==> src/rtl/gba_mem_arb_pkg.sv <==
// Shared types and helpers for the N-channel memory arbiter.
package gba_mem_arb_pkg;

  typedef enum logic [1:0] {
    IDLE,
    ISSUE,
    WAIT_RD,
    DONE
  } arb_state_t;

  localparam logic [1:0] W8  = 2'b01;
  localparam logic [1:0] W16 = 2'b10;
  localparam logic [1:0] W32 = 2'b11;

  function automatic logic [31:0] size_rd_data(input logic [1:0] width,
                                                input logic [31:0] data);
    case (width)
      W8:      size_rd_data = {24'b0, data[7:0]};
      W16:     size_rd_data = {16'b0, data[15:0]};
      default: size_rd_data = data;
    endcase
  endfunction

  // Width code 00 behaves as a full 32-bit access.
  function automatic logic [1:0] norm_width(input logic [1:0] width);
    norm_width = (width == 2'b00) ? W32 : width;
  endfunction

endpackage

==> src/rtl/gba_rr_arbiter.sv <==
// Round-robin pick: combinational search from a registered start pointer.
module gba_rr_arbiter #(
  parameter int NUM_CH = 3,
  parameter int IDX_W  = 2
) (
  input  logic              clk,
  input  logic              rst_n,
  input  logic [NUM_CH-1:0] req,
  input  logic              advance,
  input  logic [IDX_W-1:0]  last_idx,
  output logic [NUM_CH-1:0] grant,
  output logic [IDX_W-1:0]  grant_idx
);

  logic [IDX_W-1:0] ptr;
  logic [IDX_W-1:0] cand;
  logic             found;

  always_comb begin
    grant     = '0;
    grant_idx = '0;
    found     = 1'b0;
    cand      = '0;
    for (int unsigned i = 0; i < NUM_CH; i++) begin
      cand = IDX_W'((32'(ptr) + i) % NUM_CH);
      if (!found && req[cand]) begin
        found       = 1'b1;
        grant[cand] = 1'b1;
        grant_idx   = cand;
      end
    end
  end

  always_ff @(posedge clk) begin
    if (!rst_n) begin
      ptr <= '0;
    end else if (advance) begin
      ptr <= (last_idx == IDX_W'(NUM_CH - 1)) ? '0 : last_idx + 1'b1;
    end
  end

endmodule

==> src/rtl/gba_mem_arbiter.sv <==
// N-channel round-robin arbiter onto a single memory controller port.
// Optional: GBA_ARB_CH0_PRIO_EN gives channel 0 absolute priority.
module gba_mem_arbiter
  import gba_mem_arb_pkg::*;
#(
  parameter int NUM_CH     = 3,
  parameter int ADDR_W     = 26,
  parameter int DATA_W     = 32,
  parameter int RD_TIMEOUT = 1023
) (
  input  logic                     clk,
  input  logic                     rst_n,
  input  logic [NUM_CH-1:0]        ch_rd,
  input  logic [NUM_CH-1:0]        ch_wr,
  input  logic [NUM_CH*2-1:0]      ch_width,
  input  logic [NUM_CH*ADDR_W-1:0] ch_addr,
  input  logic [NUM_CH*DATA_W-1:0] ch_wr_data,
  output logic [NUM_CH-1:0]        ch_rd_valid,
  output logic [NUM_CH-1:0]        ch_wr_ack,
  output logic [NUM_CH-1:0]        ch_err,
  output logic [DATA_W-1:0]        ch_rd_data,
  output logic                     mem_rd,
  output logic                     mem_wr,
  input  logic                     mem_rd_ready,
  input  logic                     mem_wr_ready,
  input  logic                     mem_rd_valid,
  output logic [1:0]               mem_data_width,
  output logic [ADDR_W-1:0]        mem_addr,
  output logic [DATA_W-1:0]        mem_wr_data,
  input  logic [DATA_W-1:0]        mem_rd_data
);

  localparam int IDX_W = $clog2(NUM_CH);
  localparam int CNT_W = $clog2(RD_TIMEOUT + 1);

  arb_state_t       state;
  logic [IDX_W-1:0] cur_idx;
  logic             cur_rd;
  logic [CNT_W-1:0] rd_cnt;

  logic [NUM_CH-1:0] req;
  logic [NUM_CH-1:0] rr_req;
  logic [NUM_CH-1:0] rr_grant;
  logic [IDX_W-1:0]  rr_idx;
  logic [IDX_W-1:0]  win_idx;
  logic              win_valid;
  logic              advance;

  assign req = ch_rd | ch_wr;

`ifdef GBA_ARB_CH0_PRIO_EN
  // Channel 0 bypasses the rotation and never moves the pointer.
  assign rr_req    = req & ~NUM_CH'(1);
  assign win_valid = req[0] | (|rr_grant);
  assign win_idx   = req[0] ? '0 : rr_idx;
  assign advance   = (state == DONE) && (cur_idx != '0);
`else
  assign rr_req    = req;
  assign win_valid = |rr_grant;
  assign win_idx   = rr_idx;
  assign advance   = (state == DONE);
`endif

  gba_rr_arbiter #(
    .NUM_CH(NUM_CH),
    .IDX_W (IDX_W)
  ) u_rr (
    .clk      (clk),
    .rst_n    (rst_n),
    .req      (rr_req),
    .advance  (advance),
    .last_idx (cur_idx),
    .grant    (rr_grant),
    .grant_idx(rr_idx)
  );

  always_ff @(posedge clk) begin
    if (!rst_n) begin
      state          <= IDLE;
      cur_idx        <= '0;
      cur_rd         <= 1'b0;
      rd_cnt         <= '0;
      ch_rd_valid    <= '0;
      ch_wr_ack      <= '0;
      ch_err         <= '0;
      ch_rd_data     <= '0;
      mem_rd         <= 1'b0;
      mem_wr         <= 1'b0;
      mem_data_width <= '0;
      mem_addr       <= '0;
      mem_wr_data    <= '0;
    end else begin
      ch_rd_valid <= '0;
      ch_wr_ack   <= '0;
      ch_err      <= '0;
      case (state)
        IDLE: begin
          if (win_valid) begin
            cur_idx        <= win_idx;
            cur_rd         <= ch_rd[win_idx];
            mem_rd         <= ch_rd[win_idx];
            mem_wr         <= ~ch_rd[win_idx];
            mem_data_width <= norm_width(ch_width[win_idx*2 +: 2]);
            mem_addr       <= ch_addr[win_idx*ADDR_W +: ADDR_W];
            mem_wr_data    <= ch_wr_data[win_idx*DATA_W +: DATA_W];
            state          <= ISSUE;
          end
        end
        ISSUE: begin
          if (cur_rd) begin
            if (mem_rd_ready) begin
              mem_rd <= 1'b0;
              rd_cnt <= '0;
              state  <= WAIT_RD;
            end
          end else if (mem_wr_ready) begin
            mem_wr             <= 1'b0;
            ch_wr_ack[cur_idx] <= 1'b1;
            state              <= DONE;
          end
        end
        WAIT_RD: begin
          if (mem_rd_valid) begin
            ch_rd_data           <= size_rd_data(mem_data_width, mem_rd_data);
            ch_rd_valid[cur_idx] <= 1'b1;
            state                <= DONE;
          end else if (rd_cnt == CNT_W'(RD_TIMEOUT - 1)) begin
            ch_rd_data           <= '0;
            ch_rd_valid[cur_idx] <= 1'b1;
            ch_err[cur_idx]      <= 1'b1;
            state                <= DONE;
          end else begin
            rd_cnt <= rd_cnt + 1'b1;
          end
        end
        DONE:    state <= IDLE;
        default: state <= IDLE;
      endcase
    end
  end

endmodule

==> config.mk <==
export PLATFORM = sky130hd
export DESIGN_NAME = gba_mem_arbiter
export DESIGN_NICKNAME = d
export VERILOG_FILES = /design/src/rtl/gba_mem_arb_pkg.sv /design/src/rtl/gba_rr_arbiter.sv /design/src/rtl/gba_mem_arbiter.sv
export SDC_FILE = /design/constraint.sdc
export NUM_CORES = 1
export LEC_CHECK = 0
export CAP_MARGIN = 25
export CORE_AREA = 2 2 127 129
export CTS_CLUSTER_DIAMETER = 30
export DETAILED_ROUTE_END_ITERATION = 16
export DIE_AREA = 0 0 129 131
export PLACE_DENSITY = 0.78
export RECOVER_POWER = 25
export SYNTH_ARGS = -nofsm -noshare
export SYNTH_HDL_FRONTEND = slang
export SYNTH_SLANG_ARGS = --single-unit
==> constraint.sdc <==
create_clock -name clk -period 4.1 [get_ports clk]
set_input_delay 0.82 -clock clk [delete_from_list [all_inputs] [get_ports clk]]
set_output_delay 0.82 -clock clk [all_outputs]
set_load 0.05 [all_outputs]
# Word level (Yosys, flattened, before mapping)

Cells that the tools add are included.

$add $sub $neg: 4
Multiply operators: 1
Div/mod/pow operators: 3
Order comparisons: 9
Eq/ne operators: 17
Shifts and indexed selects: 3
Muxes and demuxes: 51
Bitwise operators: 8
Reductions and logical operators: 23

Operator list:

| kind                                                              | number |
|---|---|
| indexed part select 96 x 8 -> 32 bit                              | 1 |
| indexed part select 78 x 8 -> 26 bit                              | 1 |
| remainder unit 32 x 2 -> 32 bit, second input constant            | 2 |
| two-way mux 32 bit                                                | 2 |
| case mux 32 bit (2 select lines)                                  | 1 |
| two-way mux 10 bit                                                | 4 |
| remainder unit 2 x 2 -> 32 bit, second input constant             | 1 |
| two-way mux 2 bit                                                 | 11 |
| case mux 10 bit (2 select lines)                                  | 1 |
| two-way mux 1 bit                                                 | 16 |
| less-than comparator 2 x 3 -> 1 bit, second input constant        | 5 |
| two-way mux 3 bit                                                 | 5 |
| inequality test 2 bit, second input constant                      | 7 |
| AND reduction 4 bit                                               | 3 |
| adder 10 x 1 -> 10 bit, second input constant                     | 1 |
| == test 10 bit, second input constant                             | 1 |
| inequality test 3 bit, second input constant                      | 3 |
| OR 3 bit                                                          | 3 |
| binary-select mux 1 bit (select 2 bit)                            | 4 |
| demux 1 bit (select 2 bit)                                        | 4 |
| == test 2 bit, second input constant                              | 4 |
| greater-or-equal comparator 2 x 1 -> 1 bit, second input constant | 4 |
| case mux 2 bit (4 select lines)                                   | 1 |
| logical AND 1 bit                                                 | 6 |
| 15 further kinds                                                  | 28 |

Register bits after elaboration: 120

# Longest topological paths before layout

Word-level depth: 15
Gate-level depth with buffers: 11

# Modules after synthesis

Synthesis repeated with hierarchy kept, for this count alone.

Cells, all modules: 674
Area total of the unflattened synthesis: 5889.4 um^2

Modules (own cells, without submodules):

| module          | instances | cells each | area each (um^2) |
|---|---|---|---|
| gba_mem_arbiter | 1         | 628        | 5544.1 |
| gba_rr_arbiter  | 1         | 46         | 345.3 |

# Worst setup path before layout

No wires, ideal clock.

Kind: input -> register
From: input ch_wr[2]
To: register mem_addr[0]
Data arrival time: 2399 ps
Slack: 1585 ps
Stages: 7
Buffers on the path: 1
Cells stage by stage: or2_2 > a2111oi_4 > a2111oi_4 > o22ai_4 > buf_2 > mux2_2 > o211a_1

Longest elaborated chain between the ends: 12
Elaborated cells on any way between the ends: 25

Ends and longest elaborated chain:

| item                                                                               | line                                          | RTL |
|---|---|---|
| start: declaration                                                                 | gba_mem_arbiter.sv:14                         | `input logic [NUM_CH-1:0] ch_wr,` |
| OR 3 bit *                                                                         | gba_mem_arbiter.sv:49                         | `assign req = ch_rd \| ch_wr;` |
| binary-select mux 1 bit (select 2 bit)                                             | gba_rr_arbiter.sv:26                          | `if (!found && req[cand]) begin` |
| two-way mux 1 bit (not written as such)                                            | gba_rr_arbiter.sv:26                          |  |
| two-way mux 1 bit                                                                  | gba_rr_arbiter.sv:26                          |  |
| zero test 1 bit                                                                    | gba_rr_arbiter.sv:26                          |  |
| logical AND 1 bit                                                                  | gba_rr_arbiter.sv:26                          |  |
| two-way mux 1 bit                                                                  | gba_rr_arbiter.sv:26                          |  |
| zero test 1 bit                                                                    | gba_rr_arbiter.sv:26                          |  |
| logical AND 1 bit                                                                  | gba_rr_arbiter.sv:26                          |  |
| two-way mux 2 bit / two-way mux 3 bit (equally long branches)                      | gba_rr_arbiter.sv:26                          |  |
| multiplier 2 x 4 -> 6 bit / OR reduction 3 bit (equally long branches)             | gba_mem_arbiter.sv:104, gba_mem_arbiter.sv:59 |  |
| indexed part select 78 x 8 -> 26 bit / AND reduction 2 bit (equally long branches) | n/a                                           |  |
| end signal: assignment                                                             | gba_mem_arbiter.sv:104                        | `mem_addr <= ch_addr[win_idx*ADDR_W +: ADDR_W];` |
| end: declaration                                                                   | gba_mem_arbiter.sv:28                         | `output logic [ADDR_W-1:0] mem_addr,` |

Every way passes the cells marked *; elsewhere a longest branch is shown, timed or not. The select of a mux whose other input is x is not followed.
A chain may end at the register's enable or synchronous reset.

# Worst setup path in the final report

From: input ch_rd[0]
To: register mem_addr[10]

Longest elaborated chain between the ends: 12
Elaborated cells on any way between the ends: 25

Ends and longest elaborated chain:

| item                                                                               | line                                          | RTL |
|---|---|---|
| start: declaration                                                                 | gba_mem_arbiter.sv:13                         | `input logic [NUM_CH-1:0] ch_rd,` |
| OR 3 bit *                                                                         | gba_mem_arbiter.sv:49                         |  |
| binary-select mux 1 bit (select 2 bit)                                             | gba_rr_arbiter.sv:26                          |  |
| two-way mux 1 bit (not written as such)                                            | gba_rr_arbiter.sv:26                          |  |
| two-way mux 1 bit                                                                  | gba_rr_arbiter.sv:26                          |  |
| zero test 1 bit                                                                    | gba_rr_arbiter.sv:26                          |  |
| logical AND 1 bit                                                                  | gba_rr_arbiter.sv:26                          |  |
| two-way mux 1 bit                                                                  | gba_rr_arbiter.sv:26                          |  |
| zero test 1 bit                                                                    | gba_rr_arbiter.sv:26                          |  |
| logical AND 1 bit                                                                  | gba_rr_arbiter.sv:26                          |  |
| two-way mux 2 bit / two-way mux 3 bit (equally long branches)                      | gba_rr_arbiter.sv:26                          |  |
| multiplier 2 x 4 -> 6 bit / OR reduction 3 bit (equally long branches)             | gba_mem_arbiter.sv:104, gba_mem_arbiter.sv:59 |  |
| indexed part select 78 x 8 -> 26 bit / AND reduction 2 bit (equally long branches) | n/a                                           |  |

Marks and branches as above.

==> key figures <==
Outcome
  • Status: complete, no violations

Timing
  • Max-slew violations: 0
  • Post-route setup slack: 1.07 ns
  • # setup viols final: 0
  • RSZ-0062 raised after global routing: false
  • Layout Skew: 0.0107 ns
  • Fmax: 330 MHz
  • Final hold violations: 0
  • Slew @ Worst Pin: 1.48 ns
  • Period utilization: 0.740
  • Rel. slew slack: 0.0144
  • Min Hold Slack: 0.473 ns
  • Post-Route Setup TNS: 0 ns
  • Min Tclk post-route: 3.03 ns

Worst hold path
  • Hold Path Class: register to register

Global routing
  • Congestion Overflow GR: 0
  • Vias in the first global route: 6,147
  • Total GRT Usage: 0.261
  • Antenna violations before repair: 0
  • First-pass GRT wire length: 33.5 mm
  • Largest net degree at the start of global routing: 62

Clocking
  • Clock transition at path regs: 0.05 ns
  • Htree depth: 4
  • Worst skew pair latency: 0.41 ns
  • CTS Hold Bufs: 0
  • CTS tree: built
  • Clock root buffer: clkbuf_16
  • # clock sinks: 120
  • Total CTS buffers: 17
  • Post-CTS Setup Bufs: 0
  • Clock buffer depth: 2
  • PostCTS Resize Cnt: 0

Die
  • Core area: 15,600 um^2
  • Die area: 16,900 um^2
  • # IOs: 326
  • Number of cell rows: 46
  • DIE WIDTH: 129 um
  • Initial Util: 0.396
  • Die H: 131 um

Logic synthesis
  • Yosys cell types: 59
  • Area of the mapped netlist: 6170 um^2
  • Mean Syn Cell Area: 9.74 um^2
  • Async SR Flop Fraction: 0
  • Sequential fraction of the synthesis area: 0.389
  • Most instantiated cells after synthesis: 120 x dfxtp_1, 47 x o21ai_0, 44 x nor2_1
  • Synth Flop Type: dfxtp_1
  • Post-synth top area cell: dfxtp_1
  • Synth Instances: 634
  • Ranking of synthesized cells by area: dfxtp_1 39%, o211a_1 5.8%, a2bb2oi_1 5.1%
  • Most common cell in the synthesized netlist: dfxtp_1
  • Synth warnings: 0
  • Seq cells post-synth: 120
  • Share of the synthesized area in the top cell type: 0.389
  • Syn_nets: 868
  • Number of enable flip-flop cells after synthesis: 0

Drt
  • DRC violations left: 0
  • Number of routed nets with antenna violations: 0
  • DR vias: 6,218
  • First-pass DRT Iterations: 4
  • WL/cell: 19.4 um
  • Total wire length: 22.6 mm
  • Average vias per placed instance: 5.33
  • 1st-iter DRT viols: 310

Worst setup path
  • Crit path kind: primary input to register
  • CP Data Arrival Time: 3.33 ns
  • Crit path required time: 4.40 ns
  • Reg-to-reg slack, setup: 1.08 ns
  • Crit. End Element: register
  • Crit path max fanout: 38
  • CP Launch Type: primary input

Power and ir drop
  • PwrDens: 667 nW/um^2
  • Pwr Total: 6.84 mW
  • Cell Int Power: 4.11 mW
  • Switching share of total power: 0.399
  • Flop pwr share: 0.238
  • Static leakage: 4.27 nW
  • Logic pwr share: 0.506
  • Maximum VDD drop: 385 uV
  • Clk pwr share: 0.257
  • Psw: 2.73 mW

Final layout
  • Area Growth Syn to Fin: 66.2%
  • Post-layout util: 0.658
  • Fraction of layout cells with a size suffix above 1: 0.114
  • Antenna diode count: 0
  • Fin nets: 1,171

Place
  • Dpl hpwl: 16.4 mm
  • Routability cong.: 0.861
  • Port bufs: 325
  • Place WS: 0.649 ns

Run
  • MaxCap Viol Count: 0
## cell type report
class	count	area [um^2]
Fill cell	1286	5330
Multi-Input combinational cell	447	3470
Timing Repair Buffer	341	3390
Sequential cell	120	2400
Clock buffer	21	450
Tap cell	216	270
Clock inverter	11	244
Inverter	10	37.5
## metal layers
metal,vias up,share of wire,track usage
met3,46,0.074,0.0794
met1,2945,0.39,0.292
met2,252,0.51,0.465
met4,0,0.028,0.106
li1,2975,-,-
met5,-,0,0
## path summary, 6_finish.rpt
path,start,end,depth (start not counted)
worst max-delay path,ch_rd[0],mem_addr[10],8
worst min-delay path,mem_wr_data[1],mem_wr_data[1],2
worst max register to register,u_rr.ptr[0],mem_addr[10],9
worst min register to register,mem_wr_data[1],mem_wr_data[1],2
## worst max-delay path, stage by stage
cell,delay (ns)
clkdlybuf4s50_1,0.55
o21bai_1,0.15
a2111oi_4,0.42
a2111oi_4,0.10
o22ai_4,0.23
buf_12,0.27
nand3_4,0.39
o211a_1,0.38
## registers in the layout (all words and copies together), names as in the netlist
signal          flops
state               2
cur_rd              1
mem_wr_data        32
mem_wr              1
mem_addr           26
u_rr.ptr            2
ch_wr_ack           3
mem_data_width      2
ch_rd_valid         3
ch_err              3
cur_idx             2
mem_rd              1
rd_cnt             10
ch_rd_data         32
## kinds of logic (layout without fill, tap and decap cells)
family | after synthesis | after routing | synth area share
mux | 43 | 43 | 0.0770
buf+inv | 67 | 383 | 0.0513
flops | 120 | 120 | 0.389
fa+ha+maj | 11 | 11 | 0.0223
simple gates | 137 | 137 | 0.108
xor+xnor | 8 | 8 | 0.0113
compound gates | 248 | 248 | 0.341
## through the flow
stage,instances,instance area [um^2]
after floorplan,634,6170
after global placement,1134,9570
after detailed placement,1134,9570
after CTS,1166,10300
after global routing,1166,10300
final,1166,10300
## placed cells by master (no fill, tap or decap), types with 6 or more instances in the layout
master           count
nor2b_1             10
clkdlybuf4s50_1    304
nor3_1               7
buf_4               13
mux2_1               9
nand3_1              7
clkbuf_16           17
a21o_1              25
dlygate4sd3_1       20
mux2_2              27
o21ai_0             47
ha_1                11
o32ai_2             19
nor2_1              44
inv_1               10
nand2_1             38
bufinv_16            7
mux2i_1              7
xor2_1               6
a22o_1              32
a2bb2oi_1           36
a21oi_1             26
dfxtp_1            120
o211a_1             36
## power by group through the flow
| stage | Clock, mW | Sequential [mW] | Combinational, mW |
|---|---|---|---|
| after global placement | 0 | 1.63 | 3.43 |
| after global routing | 1.83 | 1.66 | 3.63 |
| final | 1.76 | 1.63 | 3.46 |
| after CTS | 1.78 | 1.63 | 3.48 |
| after floorplan | 0 | 2.56 | 1.47 |
| after detailed placement | 0 | 1.64 | 3.46 |
(Power assumes the default switching activity.)
